===== src/rtl/axi_portal_master.sv =====
// axi_portal_master
//   AXI-style initiator for the portal bus. Takes one read or write command at
//   a time, issues the AR or AW/W burst, and returns R beats on rdata or the B
//   response on done. A stalled R/B phase is aborted after TIMEOUT idle cycles.
//
// Handshake rule for every ENA/RDY pair: a transfer happens on each rising
// edge where both are high. Every *__ENA this block drives is only ever high
// while its matching RDY is high.
//
// Ports
//   CLK, RST                        clock, synchronous active-high reset
//   cmd__*                          command in (write, byte addr, beats-1)
//   wdata__*                        write-data stream in
//   rdata__*                        read beat out (v, last, resp)
//   done__*                         write completion out (resp)
//   AR__*, AW__*, W__*              AXI request channels out
//   R__*, B__*                      AXI response channels in
//   state_dbg                       current FSM state, for observation
module axi_portal_master #(
  parameter logic [11:0] ID_BASE = 12'd0,
  parameter int unsigned TIMEOUT = 256
) (
  input  logic        CLK,
  input  logic        RST,
  input  logic        cmd__ENA,
  output logic        cmd__RDY,
  input  logic        cmd_write,
  input  logic [31:0] cmd_addr,
  input  logic [3:0]  cmd_len,
  input  logic        wdata__ENA,
  output logic        wdata__RDY,
  input  logic [31:0] wdata_v,
  output logic        rdata__ENA,
  input  logic        rdata__RDY,
  output logic [31:0] rdata_v,
  output logic        rdata_last,
  output logic [1:0]  rdata_resp,
  output logic        done__ENA,
  input  logic        done__RDY,
  output logic [1:0]  done_resp,
  output logic        AR__ENA,
  input  logic        AR__RDY,
  output logic [31:0] AR_addr,
  output logic [11:0] AR_id,
  output logic [3:0]  AR_len,
  output logic        AW__ENA,
  input  logic        AW__RDY,
  output logic [31:0] AW_addr,
  output logic [11:0] AW_id,
  output logic [3:0]  AW_len,
  output logic        W__ENA,
  input  logic        W__RDY,
  output logic [31:0] W_data,
  output logic [11:0] W_id,
  output logic        W_last,
  input  logic        R__ENA,
  output logic        R__RDY,
  input  logic [31:0] R_data,
  input  logic [11:0] R_id,
  input  logic        R_last,
  input  logic [1:0]  R_resp,
  input  logic        B__ENA,
  output logic        B__RDY,
  input  logic [11:0] B_id,
  input  logic [1:0]  B_resp,
  output logic [2:0]  state_dbg
);

  typedef enum logic [2:0] {S_IDLE, S_AR, S_R, S_AW, S_W, S_B} state_t;

  localparam logic [15:0] TMO_LIM = 16'(TIMEOUT);

  state_t      state, state_nxt;
  logic [31:0] addr;
  logic [3:0]  len, cnt;
  logic [11:0] id;
  logic [15:0] tmo;

  logic cnt_zero, tmo_hit, r_abort, b_abort, r_beat, b_beat, txn_done;

  assign cnt_zero  = (cnt == 4'd0);
  assign tmo_hit   = (TIMEOUT != 0) && (tmo == TMO_LIM);
  // A beat presented in the timeout cycle wins over the abort.
  assign r_abort   = (state == S_R) && tmo_hit && !R__ENA;
  assign b_abort   = (state == S_B) && tmo_hit && !B__ENA;
  assign r_beat    = R__ENA && R__RDY;
  assign b_beat    = B__ENA && B__RDY;
  // rdata/done fire exactly once per transaction end (normal or aborted).
  assign txn_done  = ((state == S_R) && rdata__ENA && (r_abort || cnt_zero)) ||
                     ((state == S_B) && done__ENA);
  assign state_dbg = state;

  // State register
  always_ff @(posedge CLK) begin
    if (RST) state <= S_IDLE;
    else     state <= state_nxt;
  end

  // Next-state logic
  always_comb begin
    state_nxt = state;
    case (state)
      S_IDLE: if (cmd__ENA && cmd__RDY) state_nxt = cmd_write ? S_AW : S_AR;
      S_AR:   if (AR__ENA) state_nxt = S_R;
      S_R:    if (txn_done) state_nxt = S_IDLE;
      S_AW:   if (AW__ENA) state_nxt = S_W;
      S_W:    if (W__ENA && cnt_zero) state_nxt = S_B;
      S_B:    if (txn_done) state_nxt = S_IDLE;
      default: state_nxt = S_IDLE;
    endcase
  end

  // Outputs; everything is held at zero while reset is asserted.
  always_comb begin
    cmd__RDY = 1'b0; wdata__RDY = 1'b0;
    rdata__ENA = 1'b0; rdata_v = 32'd0; rdata_last = 1'b0; rdata_resp = 2'b00;
    done__ENA = 1'b0; done_resp = 2'b00;
    AR__ENA = 1'b0; AR_addr = 32'd0; AR_id = 12'd0; AR_len = 4'd0;
    AW__ENA = 1'b0; AW_addr = 32'd0; AW_id = 12'd0; AW_len = 4'd0;
    W__ENA = 1'b0; W_data = 32'd0; W_id = 12'd0; W_last = 1'b0;
    R__RDY = 1'b0; B__RDY = 1'b0;
    if (!RST) begin
      case (state)
        S_IDLE: cmd__RDY = 1'b1;
        S_AR: begin
          AR__ENA = AR__RDY; AR_addr = addr; AR_id = id; AR_len = len;
        end
        S_R: begin
          if (r_abort) begin
            rdata__ENA = rdata__RDY; rdata_last = 1'b1; rdata_resp = 2'b11;
          end else begin
            R__RDY     = rdata__RDY;
            rdata__ENA = R__ENA && rdata__RDY;
            rdata_v    = R_data;
            rdata_last = cnt_zero;
            rdata_resp = ((R_id != id) || (R_last != cnt_zero)) ? 2'b10 : R_resp;
          end
        end
        S_AW: begin
          AW__ENA = AW__RDY; AW_addr = addr; AW_id = id; AW_len = len;
        end
        S_W: begin
          wdata__RDY = W__RDY;
          W__ENA     = wdata__ENA && W__RDY;
          W_data     = wdata_v;
          W_id       = id;
          W_last     = cnt_zero;
        end
        S_B: begin
          if (b_abort) begin
            done__ENA = done__RDY; done_resp = 2'b11;
          end else begin
            B__RDY    = done__RDY;
            done__ENA = B__ENA && done__RDY;
            done_resp = (B_id != id) ? 2'b10 : B_resp;
          end
        end
        default: ;
      endcase
    end
  end

  // Datapath registers
  always_ff @(posedge CLK) begin
    if (RST) begin
      addr <= 32'd0;
      len  <= 4'd0;
      cnt  <= 4'd0;
      id   <= ID_BASE;
      tmo  <= 16'd0;
    end else begin
      if (cmd__ENA && cmd__RDY) begin
        addr <= cmd_addr;
        len  <= cmd_len;
        cnt  <= cmd_len;
      end
      if (((state == S_R && r_beat) || W__ENA) && !cnt_zero)
        cnt <= cnt - 4'd1;
      if (txn_done)
        id <= id + 12'd1;
      // tmo holds at the limit so an abort waiting on rdata/done stays put.
      if (AR__ENA || (state == S_R && r_beat) || (W__ENA && cnt_zero) ||
          (state == S_B && b_beat))
        tmo <= 16'd0;
      else if ((state == S_R || state == S_B) && TIMEOUT != 0 &&
               tmo != TMO_LIM && tmo != 16'hFFFF)
        tmo <= tmo + 16'd1;
    end
  end

endmodule

===== config.mk =====
export PLATFORM = sky130hd
export DESIGN_NAME = axi_portal_master
export DESIGN_NICKNAME = d
export VERILOG_FILES = /design/src/rtl/axi_portal_master.sv
export SDC_FILE = /design/constraint.sdc
export NUM_CORES = 1
export LEC_CHECK = 0
export CORE_AREA = 2 2 127 129
export DETAILED_ROUTE_END_ITERATION = 8
export DIE_AREA = 0 0 129 131
export PLACE_DENSITY_LB_ADDON = 0.3
export SYNTH_ARGS = -nofsm -noshare
export SYNTH_HDL_FRONTEND = slang
export SYNTH_SLANG_ARGS = --single-unit

===== constraint.sdc =====
create_clock -name CLK -period 5.6 [get_ports CLK]
set_input_delay 0.56 -clock CLK [delete_from_list [all_inputs] [get_ports CLK]]
set_output_delay 0.56 -clock CLK [all_outputs]
set_load 0.01 [all_outputs]

==> summary.txt <==
Outcome
  • Status: finished, final reports clean

Final layout
  • Fraction of layout cells with a size suffix above 1: 4.017%
  • Nets: 1,086
  • Area growth from synthesis to layout: 78.57%
  • Filler Cell Count: 1,491

Die
  • Initial core utilization: 30.20%
  • DIE AREA: 0.01690 mm²
  • Die Span Y: 131 µm
  • Core area: 0.01560 mm²
  • Row cnt: 46
  • Die W: 129 µm
  • # IOs: 331

Hold path
  • Hold Path Class: register to register

Place
  • GP Congestion: 0.8336
  • IO buf count: 330
  • DP Wirelength: 16,870 µm
  • Post-Place Worst Slack: 1.754 ns

Drt
  • Routed met3 length: 2061 µm
  • Top Metal Used: met4
  • DRT iter0 DRCs: 242
  • Wire length per cell: 18.61 µm
  • Met2 Wirelength: 10,220 µm
  • Post-route ant nets: 0
  • Met1 Wirelength: 8695 µm
  • Via count: 5,589
  • Vias/cell: 4.806
  • Drt pass-1 iters: 4
  • Final WL: 21,640 µm
  • DRC errors left: 0

STA
  • Slew Limit Fails: 0
  • Post-route clock period utilization: 68.14%
  • Post-route setup TNS: 0 ns
  • Fmax: 0.2621 GHz
  • Final min period: 3.816 ns
  • Setup violations, final: 0
  • Final WS setup: 1.784 ns
  • Slew Limit Headroom: 32.18%
  • RSZ-0062 raised after global routing: false
  • Final hold violations: 0
  • Final Skew: 0.003777 ns
  • Worst-Margin Slew: 1.016 ns

Logic synthesis
  • Net Count, Synth: 790
  • Mapped Area: 0.004711 mm²
  • Synth Area in Simple Gates: 46.80%
  • Fraction of registers with async set/reset: 0%
  • Synth warn: 0
  • Largest family of logic cells by synthesized area: simple AND/OR/NAND/NOR gates
  • Post-synthesis sequential area ratio: 30.17%
  • Post-synthesis compound-gate area fraction: 7.835%
  • FF+latch count, synth: 71
  • Distinct cells, synth: 47
  • Mapped Cells: 645
  • Post-synthesis mux area share: 0.8765%
  • XOR/XNOR Fraction of Synth Area: 7.437%
  • Post-synth EDFFs: 0
  • Primary FF master, synth: dfxtp_1
  • Synth Area in Adders: 1.062%
  • Mean Syn Cell Area: 7.304 µm²

Clock network
  • Htree depth: 3
  • Post-CTS Hold Buffers: 0
  • CTS root buf: clkbuf_16
  • Clk buf depth: 2
  • Sink Count: 71
  • Post-CTS resize count: 0
  • CTS tree: done
  • Setup Buffers After CTS: 0
  • Number of CTS-inserted buffers: 9
  • Clock transition at the registers of the reported paths: 0.05 ns
  • Clk Latency, worst-skew pair: 0.33 ns

Global routing
  • Largest net degree at the start of global routing: 52
  • Total GRT Usage: 24.23%
  • Initial antenna violation count: 1
  • Vias in the first global route: 5,257
  • Grt ovf: 0
  • Global-route wire length before repair: 30,860 µm

Power and ir drop
  • Clock power frac: 29.3%
  • P per Cell Area: 205.4 mW/mm²
  • Net Sw Power: 0.0005698 W
  • Peak supply drop: 0.1200 mV
  • Register share of total power: 37.0%
  • Leak: 3.282 nW
  • Sw Share: 32.98%
  • Combinational power share: 33.7%
  • Internal Power: 0.001158 W

Critical path
  • CP peak stage delay: 0.81 ns
  • Crit path launch type: primary input
  • Critical path endpoint category: output pin
  • CP Cell Sequence: clkdlybuf4s50_1 > buf_4 > or3_1 > nor2_2 > and2_1 > clkdlybuf4s50_1
  • Worst Path Max Fanout: 32
  • Crit-path slowest cell: nor2_2
  • CP most frequent cell: clkdlybuf4s50_1
  • CP bufs+invs: 3
  • Delay-heaviest family, CP: simple AND/OR/NAND/NOR gates
  • Worst EP required: 5.04 ns
  • Arrival @ worst endpoint: 3.26 ns
  • CP Class: primary input to output pin

Run
  • # Max-Cap Violations: 0
-- through the flow --
step           util (%)  hold slack [ns]  cells  total power [W]  instance area, µm²
2_1_floorplan         -           0.4264    645        0.0009170                4711
3_3_place_gp      52.25           0.4510   1146         0.001229                8150
3_5_place_dp      52.25           0.4547   1146         0.001235                8150
4_1_cts           53.91           0.4630   1162         0.001747                8409
5_1_grt           53.93           0.4814   1163         0.001822                8412
6_report          53.93           0.4606   1163         0.001728                8412
-- area by class of cell --
| cell class | count | area, µm² | area share, % |
|---|---|---|---|
| Clock inverter | 4 | 22.52 | 0.2677 |
| Sequential cell | 71 | 1421 | 16.90 |
| Clock buffer | 12 | 236.5 | 2.811 |
| Inverter | 13 | 48.80 | 0.5801 |
| Tap cell | 216 | 270.3 | 3.213 |
| Multi-Input combinational cell | 506 | 3032 | 36.04 |
| Antenna cell | 1 | 2.502 | 0.02975 |
| Timing Repair Buffer | 340 | 3378 | 40.16 |
-- final timing paths --
path,startpoint,end,slack (ns),cells past startpoint
worst max register to register,state_dbg[0],state_dbg[0],2.45,6
worst min register to register,addr[1],addr[1],0.46,2
worst max-delay path,RST,rdata_v[1],1.78,6
worst min-delay path,addr[1],addr[1],0.46,2
-- logic make-up (layout without fill, tap and decap cells) --
family | after synthesis | count (layout)
other | 0 | 1
AND/OR/NAND/NOR | 401 | 401
XOR/XNOR | 40 | 40
buffers and inverters | 68 | 369
multiplexers | 4 | 4
AO/OA/AOI/OAI | 57 | 57
flip-flops | 71 | 71
adder cells (fa/ha/maj) | 4 | 4
-- cells in the mapped netlist, drive strengths merged (3+ instances only) --
cell | count | area share, %
nand2b | 3 | 0.40
or3 | 5 | 0.66
a21oi | 20 | 2.4
mux2i | 3 | 0.64
inv | 13 | 1.0
a22o | 3 | 0.56
buf | 11 | 1.3
ha | 4 | 1.1
nor4b | 4 | 1.1
nand3 | 42 | 4.5
a31oi | 4 | 0.53
clkbuf | 44 | 3.5
nor3 | 12 | 1.3
o31ai | 7 | 1.1
nor2 | 31 | 2.5
dfxtp | 71 | 30
nand4 | 16 | 2.1
xnor2 | 29 | 5.4
o21ai | 11 | 1.2
nand2 | 86 | 6.9
and2 | 131 | 17
a221oi | 3 | 0.56
and3 | 51 | 6.8
or4 | 6 | 0.96
nor4 | 6 | 1.1
xor2 | 11 | 2.0
-- worst reg2reg max path, stage by stage (launching register included) --
cell      delay (ns)
dfxtp_1         0.70
nor2b_2         0.72
nand3_1         0.25
a21oi_2         0.25
a21oi_2         0.21
a211oi_1        0.52
mux2_2          0.38
-- cell usage in the layout, fill, tap and decap left out, types with 4 or more instances in the layout --
| cell | count |
|---|---|
| clkdlybuf4s50_1 | 330 |
| and2_1 | 131 |
| nand2_1 | 86 |
| dfxtp_1 | 71 |
| and3_1 | 51 |
| nand3_1 | 42 |
| xnor2_1 | 29 |
| nor2_1 | 28 |
| a21oi_1 | 17 |
| nand4_1 | 16 |
| inv_1 | 13 |
| nor3_1 | 12 |
| xor2_1 | 11 |
| o21ai_0 | 11 |
| buf_4 | 10 |
| clkbuf_16 | 9 |
| o31ai_1 | 7 |
| or4_1 | 6 |
| or3_1 | 5 |
| nor4b_2 | 4 |
| nor4_1 | 4 |
| a31oi_1 | 4 |
| ha_1 | 4 |
-- per-layer routing --
layer,GRT usage [%],vias up
met3,6.678,25
met5,0,-
met4,10.42,0
li1,-,2756
met2,40.52,273
met1,29.33,2535
-- power by group through the flow --
| stage | Sequential (W) | Clock [W] | Combinational [W] |
|---|---|---|---|
| floorplan | 0.000611 | 0 | 0.000306 |
| global placement | 0.000648 | 0 | 0.000582 |
| detailed placement | 0.000647 | 0 | 0.000587 |
| CTS | 0.000639 | 0.000519 | 0.000589 |
| global route | 0.000649 | 0.000539 | 0.000634 |
| finish | 0.000639 | 0.000506 | 0.000583 |
-- state kept, by name (all words and copies together) (netlist names) --
signal	flops
addr	32
tmo	16
id	12
cnt	4
len	4
state_dbg	3
Note: power is estimated with default switching activity, not from simulation.
==> RTL edit 1 (same flow settings) <==
`TIMEOUT`: 256 -> 128.
--- a/src/rtl/axi_portal_master.sv
+++ b/src/rtl/axi_portal_master.sv
@@ -18,7 +18,7 @@
 //   state_dbg                       current FSM state, for observation
 module axi_portal_master #(
   parameter logic [11:0] ID_BASE = 12'd0,
-  parameter int unsigned TIMEOUT = 256
+  parameter int unsigned TIMEOUT = 128
 ) (
   input  logic        CLK,
   input  logic        RST,
Formal check against the unedited RTL: same outputs for any inputs over 4 cycles, from zero or initial values and one cycle with RST high; that may be too few to reach the edited logic, so the function may still have changed.
==> RTL edit 1 against the unedited design <==
Design area hardly changed; via count is 3.1% lower; register-to-register slack better by 190 ps; setup slack worse by 120 ps; synthesized area is 0.29% lower; critical path depth is 2 higher; final cell count is 0.60% lower; utilization hardly changed; sequential cell count stayed put; clock power is 0.8% lower; power is 3.1% lower; routed wire length is 9.9% lower; highest routed layer is now met5.
==> RTL edit 1: results (changes against the unedited design) <==
Status
  • Outcome: completed

Worst setup path
  • R2r worst-path depth: 8 (+2)
  • Crit path largest cell delay: 710 ps (-100 ps)
  • Worst r2r src: tmo[0]
  • Maximum fanout along the worst path: 6 (-81%)
  • Critical path's slowest cell: nor3b_1
  • FF-to-FF setup slack: 2640 ps (+190 ps)
  • Crit Path Category: flip-flop to output pin
  • Critical path launch point: cnt[0]
  • Setup crit end: rdata_resp[0]

Layout
  • Non-clock buffer share of cell area: 0.400 (-0.00155)
  • Layout Nets: 1083 (-0.28%)
  • Design Area, Final: 8410 µm² (about the same)
  • CLK BUF: 11 (-1)
  • Fraction of area in multi-input gates: 0.364 (+0.00334)
  • ClkCell Share: 0.0301 (-0.000726)

Global routing
  • Vias in the first global route: 4927 (-6.3%)
  • GRT Util Overall: 0.219 (-0.0237)
  • M2 GR Usage: 0.369 (-0.0358)

Route
  • Initial DRC count: 215 (-11%)
  • Final wirelength: 19500 µm (-9.9%)
  • Vias per cell: 4.68 (-2.5%)

Placed design
  • Hpwl dp: 15200 µm (-10%)
  • RePlAce Congestion: 0.862 (+3.4%)
  • Dpl ws: 1560 ps (-196 ps)
  • Area after detailed placement: 8150 µm² (about the same)

Synth
  • Post-synth top cells: 180 x and2_1, 82 x nand2_1, 71 x dfxtp_1
  • Syn nets: 783 (-0.89%)

Power and ir drop
  • Switching share of total power: 0.310 (-0.0196)
  • P_int: 1.16 mW (-0.22%)
  • Max VDD drop: 119 µV (-0.68%)

STA
  • Period Utilization, post-route: 0.703 (+0.0217)
  • Worst Clk Skew: 3.05 ps (-0.731 ps)
-- RTL edit 1: cell types whose count changed after synthesis, sizes merged, moves of 3 or more --
cell,unedited run,this run
a21oi,20,17
and2,131,181
and3,51,6
buf,11,3
nand2,86,82
nand3,42,52
nand4,16,10
or4,6,9
-- RTL edit 1: kinds of logic after synthesis --
group | share of synthesized area
AO/OA/AOI/OAI | 0.0743
XOR/XNOR | 0.0746
adder cells (fa/ha/maj) | 0.0107
buffers and inverters | 0.0498
flip-flops | 0.303
multiplexers | 0.0107
AND/OR/NAND/NOR | 0.477
-- RTL edit 1: how the worst min path moves through the flow --
stage	start	to	slack [ps]	depth (start not counted)
finish	addr[30]	addr[30]	460	2
detailed placement	addr[15]	addr[15]	450	2
global placement	addr[29]	addr[29]	450	2
CTS	addr[30]	addr[30]	460	2
global route	addr[29]	addr[29]	480	2
floorplan	len[2]	len[2]	430	2
==> RTL edit 2 (config.mk and constraints unchanged) <==
Made on the original files. Put one more register stage on the output `state_dbg`, without a reset. The value now appears one clock later. The other outputs are not delayed to match.
--- a/src/rtl/axi_portal_master.sv
+++ b/src/rtl/axi_portal_master.sv
@@ -88,7 +88,9 @@
   // rdata/done fire exactly once per transaction end (normal or aborted).
   assign txn_done  = ((state == S_R) && rdata__ENA && (r_abort || cnt_zero)) ||
                      ((state == S_B) && done__ENA);
-  assign state_dbg = state;
+  always_ff @(posedge CLK) begin
+    state_dbg <= state;
+  end
 
   // State register
   always_ff @(posedge CLK) begin
Check against the original RTL: not equivalent (a bounded check fails within 4 cycles, from zero or initial values and one cycle with RST high).
==> RTL edit 2 against the unedited design <==
Power grew 4.4%; design area grew 2.0%; global-route usage down 1.2 points; routed wire length down 3.5%; synthesized area increased by 3.4%; utilization up 1.1 points; combinational power is 2% lower; register-to-register slack better by 410 ps; sequential cell count rose by 3; via count decreased by 3.5%; first-iteration DRC count shrank 4.1%; setup slack improved by 260 ps; highest routed layer unchanged.
==> RTL edit 2: results (changes against the unedited design) <==
Status
  • Outcome: completed

Worst setup path
  • Arrival time at the worst endpoint: 2990 ps (-270 ps)
  • Critical path's slowest cell: clkdlybuf4s50_1
  • Crit path largest cell delay: 650 ps (-160 ps)
  • Maximum fanout along the worst path: 4 (-88%)

Global routing
  • Initial antenna violation count: 0 (-1)
  • Vias in the first global route: 4989 (-5.1%)
  • Global-route wire length before repair: 29400 µm (-4.9%)
  • Largest net degree at the start of global routing: 65 (+25%)

Synth
  • Post-synthesis compound-gate area fraction: 0.0665 (-0.0118)
  • XOR/XNOR share of the synthesized area: 0.0791 (+0.00473)
  • Sequential area share after synthesis: 0.304 (+0.00233)
  • Mux share of post-synthesis cell area: 0.0108 (+0.00202)
  • Post-synth top cells: 175 x and2_1, 82 x nand2_1, 74 x dfxtp_1
  • Mean Syn Cell Area: 7.53 µm² (+3.1%)
  • Synth top area cells: dfxtp_1 30%, and2_1 22%, xnor2_1 6.7%
  • Adder-Cell Fraction of Synth Area: 0.0103 (-0.000352)

Route
  • Routed via count: 5394 (-3.5%)
  • Initial DRC count: 232 (-4.1%)
  • Final wirelength: 20900 µm (-3.5%)
  • Vias per cell: 4.64 (-3.4%)

Layout
  • Share of layout cells above drive strength 1: 0.0370 (-0.00317)
  • ANT cells: 0 (-1)

Placed design
  • RePlAce Congestion: 0.831 (-0.36%)

Power and ir drop
  • Max VDD drop: 118 µV (-2.1%)

STA
  • Worst Clk Skew: 5.41 ps (+1.63 ps)
  • Max-slew headroom: 0.279 (-0.0431)
[RTL edit 2: cell type report]
class                           instances  area [µm²]  share of cell area
Sequential cell                        74        1480               0.173
Timing Repair Buffer                  336        3340               0.390
Clock buffer                           10         239              0.0279
Tap cell                              216         270              0.0315
Multi-Input combinational cell        509        3160               0.369
Clock inverter                          6        42.5             0.00496
Inverter                               11        41.3             0.00481
[RTL edit 2: kinds of logic (layout without fill, tap and decap cells)]
family          Yosys count  after routing
xor+xnor                 44             44
buf+inv                  64            363
flops                    74             74
fa+ha+maj                 4              4
mux                       5              5
compound gates           49             49
simple gates            407            407
[RTL edit 2: worst max-delay path: cells and delay by family, from the launching register on]
family	cells	cell delay (ps)
buffers and inverters	2	710
flip-flops	1	330
adder cells (fa/ha/maj)	1	150
AND/OR/NAND/NOR	4	1140
XOR/XNOR	1	190
AO/OA/AOI/OAI	1	140
[RTL edit 2: final timing paths]
check,to,startpoint,cells past startpoint,slack (ps)
max,rdata_resp[0],cnt[0],9,2050
min,cnt[2],cnt[2],2,470
max reg2reg,id[8],state[2],6,2860
min reg2reg,cnt[2],cnt[2],2,470
[RTL edit 2: layer usage]
layer / vias to the layer above / GRT usage / share of wire
met2: 220 / 0.387 / 0.48
met4: 0 / 0.0742 / 0.021
met1: 2449 / 0.287 / 0.42
met5: - / 0 / 0
met3: 17 / 0.0643 / 0.076
li1: 2708 / - / -
[RTL edit 2: power by group]
part           switching (mW)  internal [mW]  total, mW
sequential             0.0848          0.608      0.693
clock                   0.230          0.312      0.541
combinational           0.265          0.305      0.570
